==> src/rtl/ws2812_pkg.sv <==
// WS2812 port controller shared definitions.
// Port offsets, status layout and FSM encoding.
package ws2812_pkg;

  localparam logic [1:0] WS_PORT_IDX    = 2'd0;
  localparam logic [1:0] WS_PORT_DATA   = 2'd1;
  localparam logic [1:0] WS_PORT_COUNT  = 2'd2;
  localparam logic [1:0] WS_PORT_STATUS = 2'd3;

  localparam int ST_BUSY_BIT  = 0;
  localparam int ST_DIRTY_BIT = 1;
  localparam int ST_OVF_BIT   = 2;

  localparam int BYTES_PER_LED = 3;

  typedef enum logic [1:0] {
    ST_IDLE,
    ST_WRITE,
    ST_PF_ADDR,
    ST_PF_WAIT
  } ws_state_e;

  typedef struct packed {
    logic       wr;
    logic [1:0] addr;
    logic [7:0] data;
  } ws_req_t;

endpackage

==> src/rtl/ws2812_port_ctrl_if.sv <==
// Z80 I/O decoder side of the WS2812 port block.
// master = CPU decoder, slave = port controller.
interface ws2812_port_ctrl_if;

  logic       io_req;
  logic       io_wr;
  logic [1:0] io_addr;
  logic [7:0] io_data_in;
  logic [7:0] io_data_out;

  modport master (
    output io_req,
    output io_wr,
    output io_addr,
    output io_data_in,
    input  io_data_out
  );

  modport slave (
    input  io_req,
    input  io_wr,
    input  io_addr,
    input  io_data_in,
    output io_data_out
  );

endinterface

==> src/rtl/ws2812_refresh_sched.sv <==
// Refresh scheduler: holdoff after the last buffer write,
// then one tx_start pulse once the serializer is free.
module ws2812_refresh_sched #(
  parameter int HOLDOFF = 1024
) (
  input  logic clk,
  input  logic reset_n,
  input  logic kick_i,
  input  logic tx_busy_i,
  output logic tx_start_o,
  output logic dirty_o
);

  localparam int CW = $clog2(HOLDOFF + 1);
  localparam logic [CW-1:0] RELOAD = CW'(HOLDOFF);

  logic [CW-1:0] cnt_q;
  logic          dirty_q;
  logic          tx_start_q;
  logic          fire;

  // a write landing on the firing cycle wins and restarts the holdoff
  assign fire = dirty_q && (cnt_q == '0)
             && !tx_busy_i && !kick_i;

  always_ff @(posedge clk or negedge reset_n) begin
    if (!reset_n) begin
      cnt_q      <= '0;
      dirty_q    <= 1'b0;
      tx_start_q <= 1'b0;
    end else begin
      tx_start_q <= fire;
      if (kick_i) begin
        dirty_q <= 1'b1;
        cnt_q   <= RELOAD;
      end else begin
        if (cnt_q != '0)
          cnt_q <= cnt_q - 1'b1;
        if (fire)
          dirty_q <= 1'b0;
      end
    end
  end

  assign tx_start_o = tx_start_q;
  assign dirty_o    = dirty_q;

endmodule

==> src/rtl/ws2812_port_ctrl.sv <==
// WS2812 port block: Z80 ports $30-$33 onto the RGB buffer RAM,
// LED pointer with auto-increment, read prefetch, refresh scheduling.
module ws2812_port_ctrl
  import ws2812_pkg::*;
#(
  parameter int LED_AW  = 8,
  parameter int HOLDOFF = 1024
) (
  input  logic              clk,
  input  logic              reset_n,
  ws2812_port_ctrl_if.slave io,
  output logic [LED_AW+1:0] ram_addr,
  output logic              ram_we,
  output logic [7:0]        ram_wdata,
  input  logic [7:0]        ram_rdata,
  output logic [LED_AW:0]   led_count,
  output logic              tx_start,
  input  logic              tx_busy
);

  localparam int MAX_LEDS = 1 << LED_AW;
  localparam logic [LED_AW:0] MAX_CNT =
    {1'b1, {LED_AW{1'b0}}};
  localparam logic [1:0] BSEL_LAST =
    2'(BYTES_PER_LED - 1);

  ws_state_e         state_q;
  logic [LED_AW-1:0] idx_q;
  logic [1:0]        bsel_q;
  logic [7:0]        pf_q;
  logic              ovf_q;
  ws_req_t           pend_q;
  logic              pend_vld_q;
  logic [LED_AW:0]   cnt_q;
  logic [LED_AW+1:0] ram_addr_q;
  logic              ram_we_q;
  logic [7:0]        ram_wdata_q;
  logic [7:0]        dout_q;

  ws_req_t           req_in;
  ws_req_t           cur;
  logic              go;
  logic              d_wr_idx;
  logic              d_wr_data;
  logic              d_rd_data;
  logic              d_wr_cnt;
  logic              d_wr_stat;
  logic              kick;
  logic              dirty;
  logic              last_led;
  logic              clamp;
  logic [LED_AW-1:0] adv_idx;
  logic [1:0]        adv_bsel;
  logic [LED_AW-1:0] wr_idx;
  logic [LED_AW:0]   new_cnt;
  logic [LED_AW-1:0] cnt_idx;
  logic [1:0]        cnt_bsel;
  logic [7:0]        status;
  logic [7:0]        dout_d;

  assign req_in = {io.io_wr, io.io_addr, io.io_data_in};

  always_comb begin
    cur = pend_vld_q ? pend_q : req_in;
    go  = (state_q == ST_IDLE)
       && (pend_vld_q || io.io_req);

    d_wr_idx  = go && cur.wr
             && (cur.addr == WS_PORT_IDX);
    d_wr_data = go && cur.wr
             && (cur.addr == WS_PORT_DATA);
    d_rd_data = go && !cur.wr
             && (cur.addr == WS_PORT_DATA);
    d_wr_cnt  = go && cur.wr
             && (cur.addr == WS_PORT_COUNT);
    d_wr_stat = go && cur.wr
             && (cur.addr == WS_PORT_STATUS);
    kick      = d_wr_data || d_wr_cnt;

    last_led = ({1'b0, idx_q} == (cnt_q - 1'b1));
    if (bsel_q == BSEL_LAST) begin
      adv_bsel = '0;
      adv_idx  = last_led ? '0 : idx_q + 1'b1;
    end else begin
      adv_bsel = bsel_q + 1'b1;
      adv_idx  = idx_q;
    end

    if (int'(cur.data) >= int'(cnt_q))
      wr_idx = '0;
    else
      wr_idx = LED_AW'(cur.data);

    // 0 selects the full strip; larger values saturate
    if (cur.data == 8'd0 || int'(cur.data) >= MAX_LEDS)
      new_cnt = MAX_CNT;
    else
      new_cnt = (LED_AW+1)'(cur.data);

    clamp    = int'(idx_q) >= int'(new_cnt);
    cnt_idx  = clamp ? '0 : idx_q;
    cnt_bsel = clamp ? '0 : bsel_q;

    status               = '0;
    status[ST_OVF_BIT]   = ovf_q;
    status[ST_DIRTY_BIT] = dirty;
    status[ST_BUSY_BIT]  = tx_busy;

    dout_d = '0;
    unique case (io.io_addr)
      WS_PORT_IDX:    dout_d = 8'(idx_q);
      WS_PORT_DATA:   dout_d = pf_q;
      WS_PORT_COUNT:  dout_d = 8'(cnt_q);
      WS_PORT_STATUS: dout_d = status;
      default:        dout_d = '0;
    endcase
  end

  always_ff @(posedge clk or negedge reset_n) begin
    if (!reset_n) begin
      state_q     <= ST_IDLE;
      idx_q       <= '0;
      bsel_q      <= '0;
      pf_q        <= '0;
      ovf_q       <= 1'b0;
      pend_q      <= '0;
      pend_vld_q  <= 1'b0;
      cnt_q       <= MAX_CNT;
      ram_addr_q  <= '0;
      ram_we_q    <= 1'b0;
      ram_wdata_q <= '0;
      dout_q      <= '0;
    end else begin
      dout_q <= dout_d;

      unique case (state_q)
        ST_IDLE: begin
          // address is set up on entry to PF_ADDR so
          // rdata is ready by the end of PF_WAIT
          unique case (1'b1)
            d_wr_idx: begin
              idx_q      <= wr_idx;
              bsel_q     <= '0;
              ram_addr_q <= {wr_idx, 2'b00};
              state_q    <= ST_PF_ADDR;
            end
            d_wr_data: begin
              ram_addr_q  <= {idx_q, bsel_q};
              ram_we_q    <= 1'b1;
              ram_wdata_q <= cur.data;
              idx_q       <= adv_idx;
              bsel_q      <= adv_bsel;
              state_q     <= ST_WRITE;
            end
            d_rd_data: begin
              idx_q      <= adv_idx;
              bsel_q     <= adv_bsel;
              ram_addr_q <= {adv_idx, adv_bsel};
              state_q    <= ST_PF_ADDR;
            end
            d_wr_cnt: begin
              cnt_q      <= new_cnt;
              idx_q      <= cnt_idx;
              bsel_q     <= cnt_bsel;
              ram_addr_q <= {cnt_idx, cnt_bsel};
              state_q    <= ST_PF_ADDR;
            end
            d_wr_stat: begin
              if (cur.data[ST_OVF_BIT])
                ovf_q <= 1'b0;
            end
            default: ;
          endcase
        end
        ST_WRITE: begin
          ram_we_q   <= 1'b0;
          ram_addr_q <= {idx_q, bsel_q};
          state_q    <= ST_PF_ADDR;
        end
        ST_PF_ADDR: state_q <= ST_PF_WAIT;
        ST_PF_WAIT: begin
          pf_q    <= ram_rdata;
          state_q <= ST_IDLE;
        end
        default: state_q <= ST_IDLE;
      endcase

      // one-deep skid for requests arriving while busy
      if (io.io_req
          && (state_q != ST_IDLE || pend_vld_q)) begin
        if (state_q != ST_IDLE && pend_vld_q) begin
          ovf_q <= 1'b1;
        end else begin
          pend_q     <= req_in;
          pend_vld_q <= 1'b1;
        end
      end else if (state_q == ST_IDLE && pend_vld_q) begin
        pend_vld_q <= 1'b0;
      end
    end
  end

  ws2812_refresh_sched #(
    .HOLDOFF (HOLDOFF)
  ) u_sched (
    .clk        (clk),
    .reset_n    (reset_n),
    .kick_i     (kick),
    .tx_busy_i  (tx_busy),
    .tx_start_o (tx_start),
    .dirty_o    (dirty)
  );

  assign io.io_data_out = dout_q;
  assign ram_addr       = ram_addr_q;
  assign ram_we         = ram_we_q;
  assign ram_wdata      = ram_wdata_q;
  assign led_count      = cnt_q;

endmodule
==> src/flat_wrapper.sv <==
// flat-port wrapper written by rule: the top's interface ports become plain ports
module ws2812_port_ctrl_flat import ws2812_pkg::*;
#(
  parameter int LED_AW  = 8,
  parameter int HOLDOFF = 1024
)
  (clk, reset_n, ram_addr, ram_we, ram_wdata, ram_rdata, led_count, tx_start, tx_busy, io_io_req, io_io_wr, io_io_addr, io_io_data_in, io_io_data_out);
  ws2812_port_ctrl_if io_i ();
  input  logic clk;
  input  logic reset_n;
  output logic [LED_AW+1:0] ram_addr;
  output logic ram_we;
  output logic [7:0] ram_wdata;
  input  logic [7:0] ram_rdata;
  output logic [LED_AW:0] led_count;
  output logic tx_start;
  input  logic tx_busy;
  input wire logic [$bits(io_i.io_req)-1:0] io_io_req;
  input wire logic [$bits(io_i.io_wr)-1:0] io_io_wr;
  input wire logic [$bits(io_i.io_addr)-1:0] io_io_addr;
  input wire logic [$bits(io_i.io_data_in)-1:0] io_io_data_in;
  output wire logic [$bits(io_i.io_data_out)-1:0] io_io_data_out;
  assign io_i.io_req = io_io_req;
  assign io_i.io_wr = io_io_wr;
  assign io_i.io_addr = io_io_addr;
  assign io_i.io_data_in = io_io_data_in;
  assign io_io_data_out = io_i.io_data_out;
  ws2812_port_ctrl #(.LED_AW(LED_AW), .HOLDOFF(HOLDOFF)) u_core (.clk(clk), .reset_n(reset_n), .io(io_i), .ram_addr(ram_addr), .ram_we(ram_we), .ram_wdata(ram_wdata), .ram_rdata(ram_rdata), .led_count(led_count), .tx_start(tx_start), .tx_busy(tx_busy));
endmodule
==> config.mk <==
export PLATFORM = sky130hd
export DESIGN_NAME = ws2812_port_ctrl_flat
export DESIGN_NICKNAME = d
export VERILOG_FILES = /design/src/rtl/ws2812_pkg.sv /design/src/rtl/ws2812_port_ctrl_if.sv /design/src/rtl/ws2812_refresh_sched.sv /design/src/rtl/ws2812_port_ctrl.sv /design/src/flat_wrapper.sv
export SDC_FILE = /design/constraint.sdc
export NUM_CORES = 1
export LEC_CHECK = 0
export CAP_MARGIN = 20
export CORE_ASPECT_RATIO = 1.2
export CORE_MARGIN = 2
export CORE_UTILIZATION = 60
export CTS_CLUSTER_SIZE = 16
export DETAILED_ROUTE_END_ITERATION = 6
export PLACE_DENSITY = 0.95
export SKIP_LAST_GASP = 1
export SYNTH_ARGS = -nofsm -noshare
export SYNTH_HDL_FRONTEND = slang
export SYNTH_SLANG_ARGS = --single-unit
export TNS_END_PERCENT = 50
==> constraint.sdc <==
create_clock -name clk -period 5.3 [get_ports clk]
set_input_delay 1.06 -clock clk [delete_from_list [all_inputs] [get_ports clk]]
set_output_delay 1.06 -clock clk [all_outputs]
set_load 0.03 [all_outputs]
==> run metrics, run 1 <==
initial drt markers=468; CTS tree=done; core outline area=7710 µm²; Crit Path Class=in2reg; static leakage=2.46 nW; Antenna Nets Post-Route=0; Cells after Synth=488; Power Density=690 nW/µm²; Period minus WS final=3660 ps; Die Span X=85.5 µm; Ys Warns=0; largest net degree at the start of global routing=83; Area Overhead vs Synth=19.0%; Slew HR=45.4%; GRT Total Usage=31.8%; P_sw=1.83 mW; worst vdd ir=449 µV; # rows=35; crit end category=flop; H-tree depth=3; WP data required=5530 ps; first-pass GRT wire length=21300 µm; DRT Wirelength=13500 µm; Post-Synth XOR/XNOR Area=3.48%; drt wl/cell=21.1 µm; fin cells=639; Synth Area in Compound Gates=16.5%; DRC Markers=0; Switching Share=46.6%; Post-synth top cells=dfrtp_1 (81), nor2_1 (44), nand2_1 (39); f_max=273 MHz; status=completed; Yosys top cell area share=42.4%; cell taking the most area after synthesis=dfrtp_1; layout cells sized above 1=11.3%; aggregate global routing overflow=0; later-pin clock latency in the skew report=360 ps; clk buf depth=2; synth top area cells=dfrtp_1 (42%), ha_1 (6.0%), mux2_2 (5.2%); Int Power=2.10 mW; hold endpoint=u_core.ram_wdata[1]; Vias per Instance=6.58; main combinational cell family by area after synthesis=compound AO/OA/AOI/OAI gates; Root Buffer=clkbuf_8; 1st-pass router iterations=5; CP startpoint kind=input port; number of max-cap violations=0; HP Class=reg2reg; cts repair resizes=0; Crit path arrival time=3900 ps; DP HPWL=9240 µm; Worst-Margin Slew=820 ps; RSZ-0062 raised after global routing=false; Reg-to-Reg End=u_core.idx_q[1]; Final setup viols=0; count leader, synth=dfrtp_1; Post-CTS Setup Repair Bufs=0; syn avg cell area=9.80 µm²; vias in the first global route=4230; Fin. Hold Viols=0; post-synthesis adder-cell area fraction=6.23%; Final GP Congestion=1.02; clock power share=14.3%; Port Buf Inserts=59; flop-to-flop setup slack=1850 ps; Max Clock Skew=6.44 ps; mux cell area share after synthesis=9.81%; Final period util=69.1%; CTS clk-pin slew, worst paths=90 ps; Initial Utilization=62.0%; Flop pwr share=32.6%; initial antenna violation count=0; n_diodes=0; Final nets=588; worst-case reg-to-reg path depth=11; vias post-DR=4206; Synth async-reset ratio=100%; Mapped Area=4780 µm²; placed insts=622; Post-synth EDFFs=0; Crit Reg-Reg Startpoint=u_core.pend_vld_q; HP Start=u_core.ram_wdata[1]; total negative slack=0 ps; Final Slew Violations=0; hold buffer count at cts=0; total I/O pin count=60; Num CTS Buffers=9; sequential area share after synthesis=42.9%; Post-Synth Simple-Gate Area=16.3%; die area=8700 µm²; hold path cells=2; flops & latches, synth=82; Comb pwr share=53.1%; TritonCTS sink count=82; Most used DFF post-synth=dfrtp_1; Synth cell types=64; Die Y=102 µm; Mapped Nets=534; CP max FO=14
how the worst max path moves through the flow:
| stage | start | to | slack [ps] | cells after the start |
|---|---|---|---|---|
| finish | io_io_addr[1] | u_core.ram_addr[7] | 1640 | 9 |
| global route | io_io_addr[1] | u_core.ram_addr[7] | 1470 | 9 |
| CTS | io_io_addr[1] | u_core.ram_addr[7] | 1720 | 9 |
| detailed placement | io_io_addr[1] | u_core.ram_addr[7] | 1360 | 9 |
| global placement | io_io_addr[1] | u_core.ram_addr[8] | 1460 | 9 |
| floorplan | io_io_data_in[2] | u_core.idx_q[1] | 2240 | 10 |
through the flow:
| stage | hold WS (ps) | util (%) | area, µm² | power (mW) | setup slack (ps) |
|---|---|---|---|---|---|
| floorplan | 446 | - | 4780 | 2.58 | 2240 |
| global placement | 463 | 70.3 | 5420 | 3.17 | 1460 |
| detailed placement | 474 | 70.3 | 5420 | 3.29 | 1360 |
| CTS | 494 | 73.5 | 5660 | 3.88 | 1720 |
| global route | 522 | 73.8 | 5690 | 4.14 | 1470 |
| finish | 492 | 73.8 | 5690 | 3.93 | 1640 |
area by class of cell:
cell class	instances	area (µm²)
clock inverters	6	115
well taps	92	115
repair buffers	66	661
inverters	30	113
flip-flops and latches	82	2050
fillers	536	2020
clock buffers	10	128
multi-input cells	353	2500
cell families (layout without fill, tap and decap cells):
family          count (synthesis)  in the layout
flops                          82             82
simple gates                  147            147
mux                            40             40
xor+xnor                       19             19
compound gates                123            123
fa+ha+maj                      24             24
buf+inv                        53            112
sequential cells by signal, summed over array words and instances (netlist names):
signal and flops:
u_core.pend_q 11, u_core.u_sched.cnt_q 11, u_core.ram_addr 10, u_core.led_count 9, u_core.idx_q 8, u_core.io.io_data_out 8
u_core.pf_q 8, u_core.ram_wdata 8, u_core.bsel_q 2, u_core.state_q 2, u_core.ovf_q 1, u_core.pend_vld_q 1
u_core.ram_we 1, u_core.u_sched.dirty_o 1, u_core.u_sched.tx_start_o 1
cells in the final DEF (no fill, tap or decap), types with 5 or more instances in the layout:
cell and count:
dfrtp_1 81, clkdlybuf4s50_1 58, nor2_1 44, nand2_1 39
o21ai_0 35, inv_1 30, a21oi_1 27, ha_1 23
mux2_2 22, mux2i_1 15, xnor2_1 14, nor3_1 14
clkbuf_8 9, o31ai_1 7, a31oi_1 7, buf_4 7
nor2b_1 5, nand3_1 5, xor2_1 5, a211oi_1 5
a22oi_1 5
worst max-delay path, cell delays in order:
cell and delay (ps):
clkdlybuf4s50_1 910, nor4bb_1 150, o21ai_0 200, buf_4 230, o21ai_0 170, a21oi_1 630, nor3_1 180, a22oi_1 220
o221ai_1 140
per-layer routing:
metal / global-route usage [%] / part of all wire, % / up-vias
met2: 55.1 / 50 / 233
met4: 13.8 / 3.4 / 0
met5: 0 / 0 / -
li1: - / - / 1870
met1: 38.1 / 38 / 2057
met3: 7.09 / 8.0 / 46
power by group through the flow:
| stage | clock network (mW) | registers, mW | logic [mW] |
|---|---|---|---|
| final | 0.560 | 1.28 | 2.09 |
| after global placement | 0 | 1.24 | 1.93 |
| after floorplan | 0 | 1.36 | 1.23 |
| after detailed placement | 0 | 1.27 | 2.02 |
| after global routing | 0.588 | 1.31 | 2.25 |
| after CTS | 0.562 | 1.26 | 2.05 |
No activity file was read; power rests on OpenSTA's default activity.
==> run 2, diff against run 1 <==
CORE_UTILIZATION = 51   (was 60)
PLACE_DENSITY = 0.88   (was 0.95)
clock period = 3.1 ns   (was 5.3 ns; I/O delays follow)
==> run 2 against run 1 <==
Net effect: final cell count is 8.9% higher; critical path depth rose by 1; largest cell class unchanged; largest power group unchanged; sequential share of layout area fell by 1.3 points; power up 72%; highest routed layer unchanged; utilization down 8.8 points; die area grew 17%.
==> run metrics, run 2 (synthesized netlist as in run 1, its figures left out) <==
Slowest-stage cell, CP=clkdlybuf4s50_1; Final setup viols=0 (unchanged); CP startpoint kind=input port; total I/O pin count=60 (unchanged); GRT Max-Usage Layer=met2; CP max FO=5 (-9); aggregate global routing overflow=0 (unchanged); clk buf depth=2 (unchanged); Crit path arrival time=3150 ps (-750 ps); largest net degree at the start of global routing=83 (unchanged); Reg-to-Reg End=u_core.ram_addr[9]; DRT Wirelength=13100 µm (-2.3%); M2 GR Usage=45.3% (-9.8 points); layout cells sized above 1=16.3% (+5.0 points); Final period util=94.6%; vias post-DR=4281 (+1.8%); Port Buf Inserts=59 (unchanged); n_diodes=0 (unchanged); Final GP Congestion=1.05 (+3.2%); Power Density=1140 nW/µm² (+66%); number of max-cap violations=0 (unchanged); worst vdd ir=574 µV (+28%); flop-to-flop setup slack=220 ps (-1630 ps); later-pin clock latency in the skew report=350 ps (about the same); Worst-Margin Slew=565 ps (-255 ps); DRC Markers=0 (unchanged); commonest non-fill, non-tap cell in the layout=dfrtp_1; # rows=38 (+8.6%); TritonCTS sink count=82 (unchanged); static leakage=2.58 nW (+4.8%); HP Class=in2async; worst-case reg-to-reg path depth=9 (-2); Crit Reg-Reg Startpoint=u_core.led_count[1]; slowest cell delay on critical path=440 ps (-470 ps); f_max=341 MHz; Post-CTS Setup Repair Bufs=0 (unchanged); first-pass GRT wire length=21100 µm (-0.87%); Area Overhead vs Synth=23.4%; Num CTS Buffers=9 (unchanged); 1st-pass router iterations=6 (+1); CTS clk-pin slew, worst paths=90 ps (about the same); die area=10200 µm² (+17%); drt wl/cell=18.9 µm (-10%); Power, Total=6.75 mW (+72%); Die Span X=92.4 µm (+8.1%); WP data required=3320 ps (-2210 ps); DP HPWL=9770 µm (+5.7%); vias in the first global route=4175 (-1.3%); core outline area=9080 µm² (+18%); Antenna Nets Post-Route=0 (unchanged); Root Buffer=clkbuf_8; Slew HR=62.3% (+17 points); crit end category=flop; initial antenna violation count=0 (unchanged); most used cell, CP=o21ai_0; Fin. Hold Viols=0 (unchanged); worst-path cell chain=clkdlybuf4s50_1 > mux2_2 > ha_1 > nor2b_1 > o21ai_0 > a41oi_1 > o21bai_1 > nand2_1 > a222oi_1 > o21ai_0; GR met3 Demand/Resource=7.27% (+0.18 points); H-tree depth=3 (unchanged); Crit Path Class=in2reg; commonest non-fill, non-tap cells in the layout=dfrtp_1 (80), clkdlybuf4s50_1 (58), nor2_1 (44), nand2_1 (39), buf_4 (37); RSZ-0062 raised after global routing=false; CTS tree=done; GR Util met1=32.7% (-5.5 points); Max Clock Skew=10.1 ps (+3.65 ps); Final nets=618 (+5.1%); Vias per Instance=6.15 (-6.6%); GRT Total Usage=26.9% (-4.9 points); Period minus WS final=2930 ps; status=completed; fin cells=696 (+8.9%); Initial Utilization=52.7% (-9.4 points); Die Y=110 µm (+8.1%); placed insts=680 (+9.3%); initial drt markers=260 (-44%); Final Slew Violations=0 (unchanged)
## run 2: routing by layer
layer	wire [µm]	share of wire, %
met2	6360	48
met3	1030	7.9
met5	0	0
met1	5360	41
met4	399	3.0
## run 2: through the flow
step	hold slack, ps	TNS, ps	setup WS, ps	utilization (%)	cell area (µm²)
2_1_floorplan	324	0	323	-	4780
3_3_place_gp	463	-497	-68.8	62.5	5680
3_5_place_dp	470	-1520	-152	62.5	5680
4_1_cts	474	0	101	64.6	5870
5_1_grt	53.1	0	5.58	65.0	5900
6_report	72.0	0	167	65.0	5900
## run 2: final cells by class
class / count / area [µm²]
fill: 698 / 3180
multi-input combinational: 353 / 2510
sequential: 82 / 2050
timing repair buffer: 96 / 886
tap: 120 / 150
clock buffer: 9 / 124
inverter: 30 / 113
clock inverter: 6 / 65.1
## run 2: worst max path at each step
stage,from,endpoint,depth (start not counted)
after floorplan,u_core.pend_vld_q,u_core.idx_q[2],11
after CTS,u_core.pend_vld_q,u_core.idx_q[5],10
final,io_io_data_in[0],u_core.idx_q[2],10
after detailed placement,io_io_data_in[4],u_core.idx_q[5],11
after global routing,io_io_data_in[2],u_core.idx_q[2],11
after global placement,io_io_data_in[2],u_core.idx_q[2],11
## run 2: worst max-delay path, delay by kind of cell
family | cells | cell delay, ps
and+or+nand+nor | 2 | 360
muxes | 1 | 300
adders and majority gates | 1 | 200
buffers and inverters | 1 | 440
AOI/OAI and AO/OA | 5 | 1220
## run 2: power breakdown
part	internal [mW]	switching, mW
Sequential	1.57	0.546
Combinational	1.69	2.16
Clock	0.371	0.413
## run 2: repair_timing
item	in CTS	in global routing
setup endpoints to repair	0	15
resized for setup	0	2
hold buffers	0	0
==> patch: new RTL, config.mk and constraints of run 2 <==
Encoding of `ws_state_e`: now one-hot (4 bits for 4 states).
--- a/src/rtl/ws2812_pkg.sv
+++ b/src/rtl/ws2812_pkg.sv
@@ -14,9 +14,9 @@
   localparam int BYTES_PER_LED = 3;
 
-  typedef enum logic [1:0] {
-    ST_IDLE,
-    ST_WRITE,
-    ST_PF_ADDR,
-    ST_PF_WAIT
+  typedef enum logic [3:0] {
+    ST_IDLE    = 4'b0001,
+    ST_WRITE   = 4'b0010,
+    ST_PF_ADDR = 4'b0100,
+    ST_PF_WAIT = 4'b1000
   } ws_state_e;
 
Behaviour: same outputs for any inputs over 4 cycles, from zero or initial values and one cycle with reset_n low; so few cycles prove little.
==> patch against run 2 <==
- sequential cell count increased by 2
- setup slack better by 0.079 ns
- clock skew about the same
- synthesized area decreased by 0.60%
- utilization rose by 0.91 points
- total power down 0.14%
- combinational power down 2%
- cell area up 0.87%
- critical path depth increased by 2
- routed wire length is 2.4% lower
- critical endpoint is now u_core.idx_q[4]
- highest routed layer unchanged
==> patch: results (changes against run 2) <==
| Metric | Value |
|---|---|
| Wire length on met2 | `6290 µm (-1.1%)` |
| Average cell area after synthesis | `10.0 µm² (+2.6%)` |
| Clock Skew | `0.0103 ns (+0.000254 ns)` |
| Power density of the placed cells | `1130 nW/µm² (-1.0%)` |
| FILL cells | `683 (-2.1%)` |
| Sequential fraction of the synthesis area | `0.443 (+0.0134)` |
| Most utilized layer in the global route result | `met2` |
| Proportion of final cell area spent on non-clock buffers | `0.155 (+0.00501)` |
| Gp weighted congestion | `1.01 (-4.0%)` |
| Syn Nets | `515 (-3.6%)` |
| Routing usage on met2 | `0.432 (-0.0208)` |
| Largest net degree at the start of global routing | `85 (+2.4%)` |
| Clock-cell share | `0.0336 (+0.00162)` |
| Async S/R FF share, synth | `1.00 (unchanged)` |
| Number of sequential cells in the layout | `84 (+2.4%)` |
| Net switching power of the design | `3.02 mW (-3.2%)` |
| Outcome | `complete, no violations` |
| Proportion of cell area occupied by registers | `0.354 (+0.00562)` |
| Number of non-clock buffers in the layout | `101 (+5.2%)` |
| Worst endpoint data arrival time | `3.17 ns (+0.02 ns)` |
| Detailed Place HPWL | `9700 µm (-0.74%)` |
| Pre-CTS setup slack | `-0.0984 ns (+0.0534 ns)` |
| Leakage power | `2.56 nW (-0.66%)` |
| Share of post-route cells with drive strength above 1 | `0.192 (+0.0291)` |
| Final net count | `609 (-1.5%)` |
| Met1 wire length | `5190 µm (-3.2%)` |
| Via count | `4122 (-3.7%)` |
| First element of the critical path | `io_io_data_in[5]` |
| Met3 wire length | `793 µm (-23%)` |
| Post-detailed-placement cell area | `5720 µm² (+0.77%)` |
| Worst skew pair latency | `0.37 ns (+0.02 ns)` |
| Via density | `5.96 (-3.2%)` |
| Most instantiated cells after synthesis | `dfrtp_1, nand2_1, nor2_1` |
| Placed insts | `675 (-0.74%)` |
| Overall fraction of global-route tracks in use | `0.268 (-0.00167)` |
| Critical path fanouts, max | `4 (-1)` |
| Number of non-clock inverters | `24 (-20%)` |
| Worst hold slack | `0.0632 ns (-0.00885 ns)` |
| Post-Synthesis Cell Area | `4750 µm² (-0.60%)` |
| Final setup slack of the worst path | `0.246 ns (+0.0795 ns)` |
| Global-route wire length before repair | `20800 µm (-1.3%)` |
| Grt met1 use | `0.340 (+0.0131)` |
| 1st-pass router iterations | `7 (+1)` |
| Total clock buffers created by CTS | `9 (unchanged)` |
| Capture instance of the worst register-to-register path | `u_core.idx_q[4]` |
| Leading cell types by total area after synthesis | `dfrtp_1, mux2_2, ha_1` |
| Multi-input logic cell count | `347 (-1.7%)` |
| Post-detailed-route wirelength per cell | `18.6 µm (-1.8%)` |
| GR Util met3 | `0.0480 (-0.0248)` |
| Worst R2R Start | `u_core.pend_vld_q` |
| Largest voltage drop on the vdd net | `0.486 mV (-15%)` |
patch: cell count changes after synthesis, moves of 4 or more:
cell       change
a22oi_1        -4
inv_1          -7
nor3_1         -4
o22ai_1        +6
o31ai_1        -6
ha_1           -4
nand2_1        +4
a21o_1         +6
nand3_1        +6
o21ai_0       -11
a2111oi_0      -4
patch: kinds of logic (layout without fill, tap and decap cells):
logic type | count (synthesis) | count (layout) | share of synthesized area
mux | 39 | 39 | 0.0963
simple gates | 155 | 155 | 0.173
fa+ha+maj | 20 | 20 | 0.0521
compound gates | 112 | 112 | 0.160
flops | 84 | 84 | 0.443
buf+inv | 42 | 141 | 0.0363
xor+xnor | 21 | 21 | 0.0387
patch: power by group through the flow:
stage               Combinational, mW  Clock [mW]  Sequential (mW)
floorplan                        2.08           0             2.37
global placement                 3.64           0             2.14
detailed placement               3.73           0             2.17
CTS                              3.75       0.811             2.16
global route                     4.09       0.871             2.24
finish                           3.77       0.804             2.17
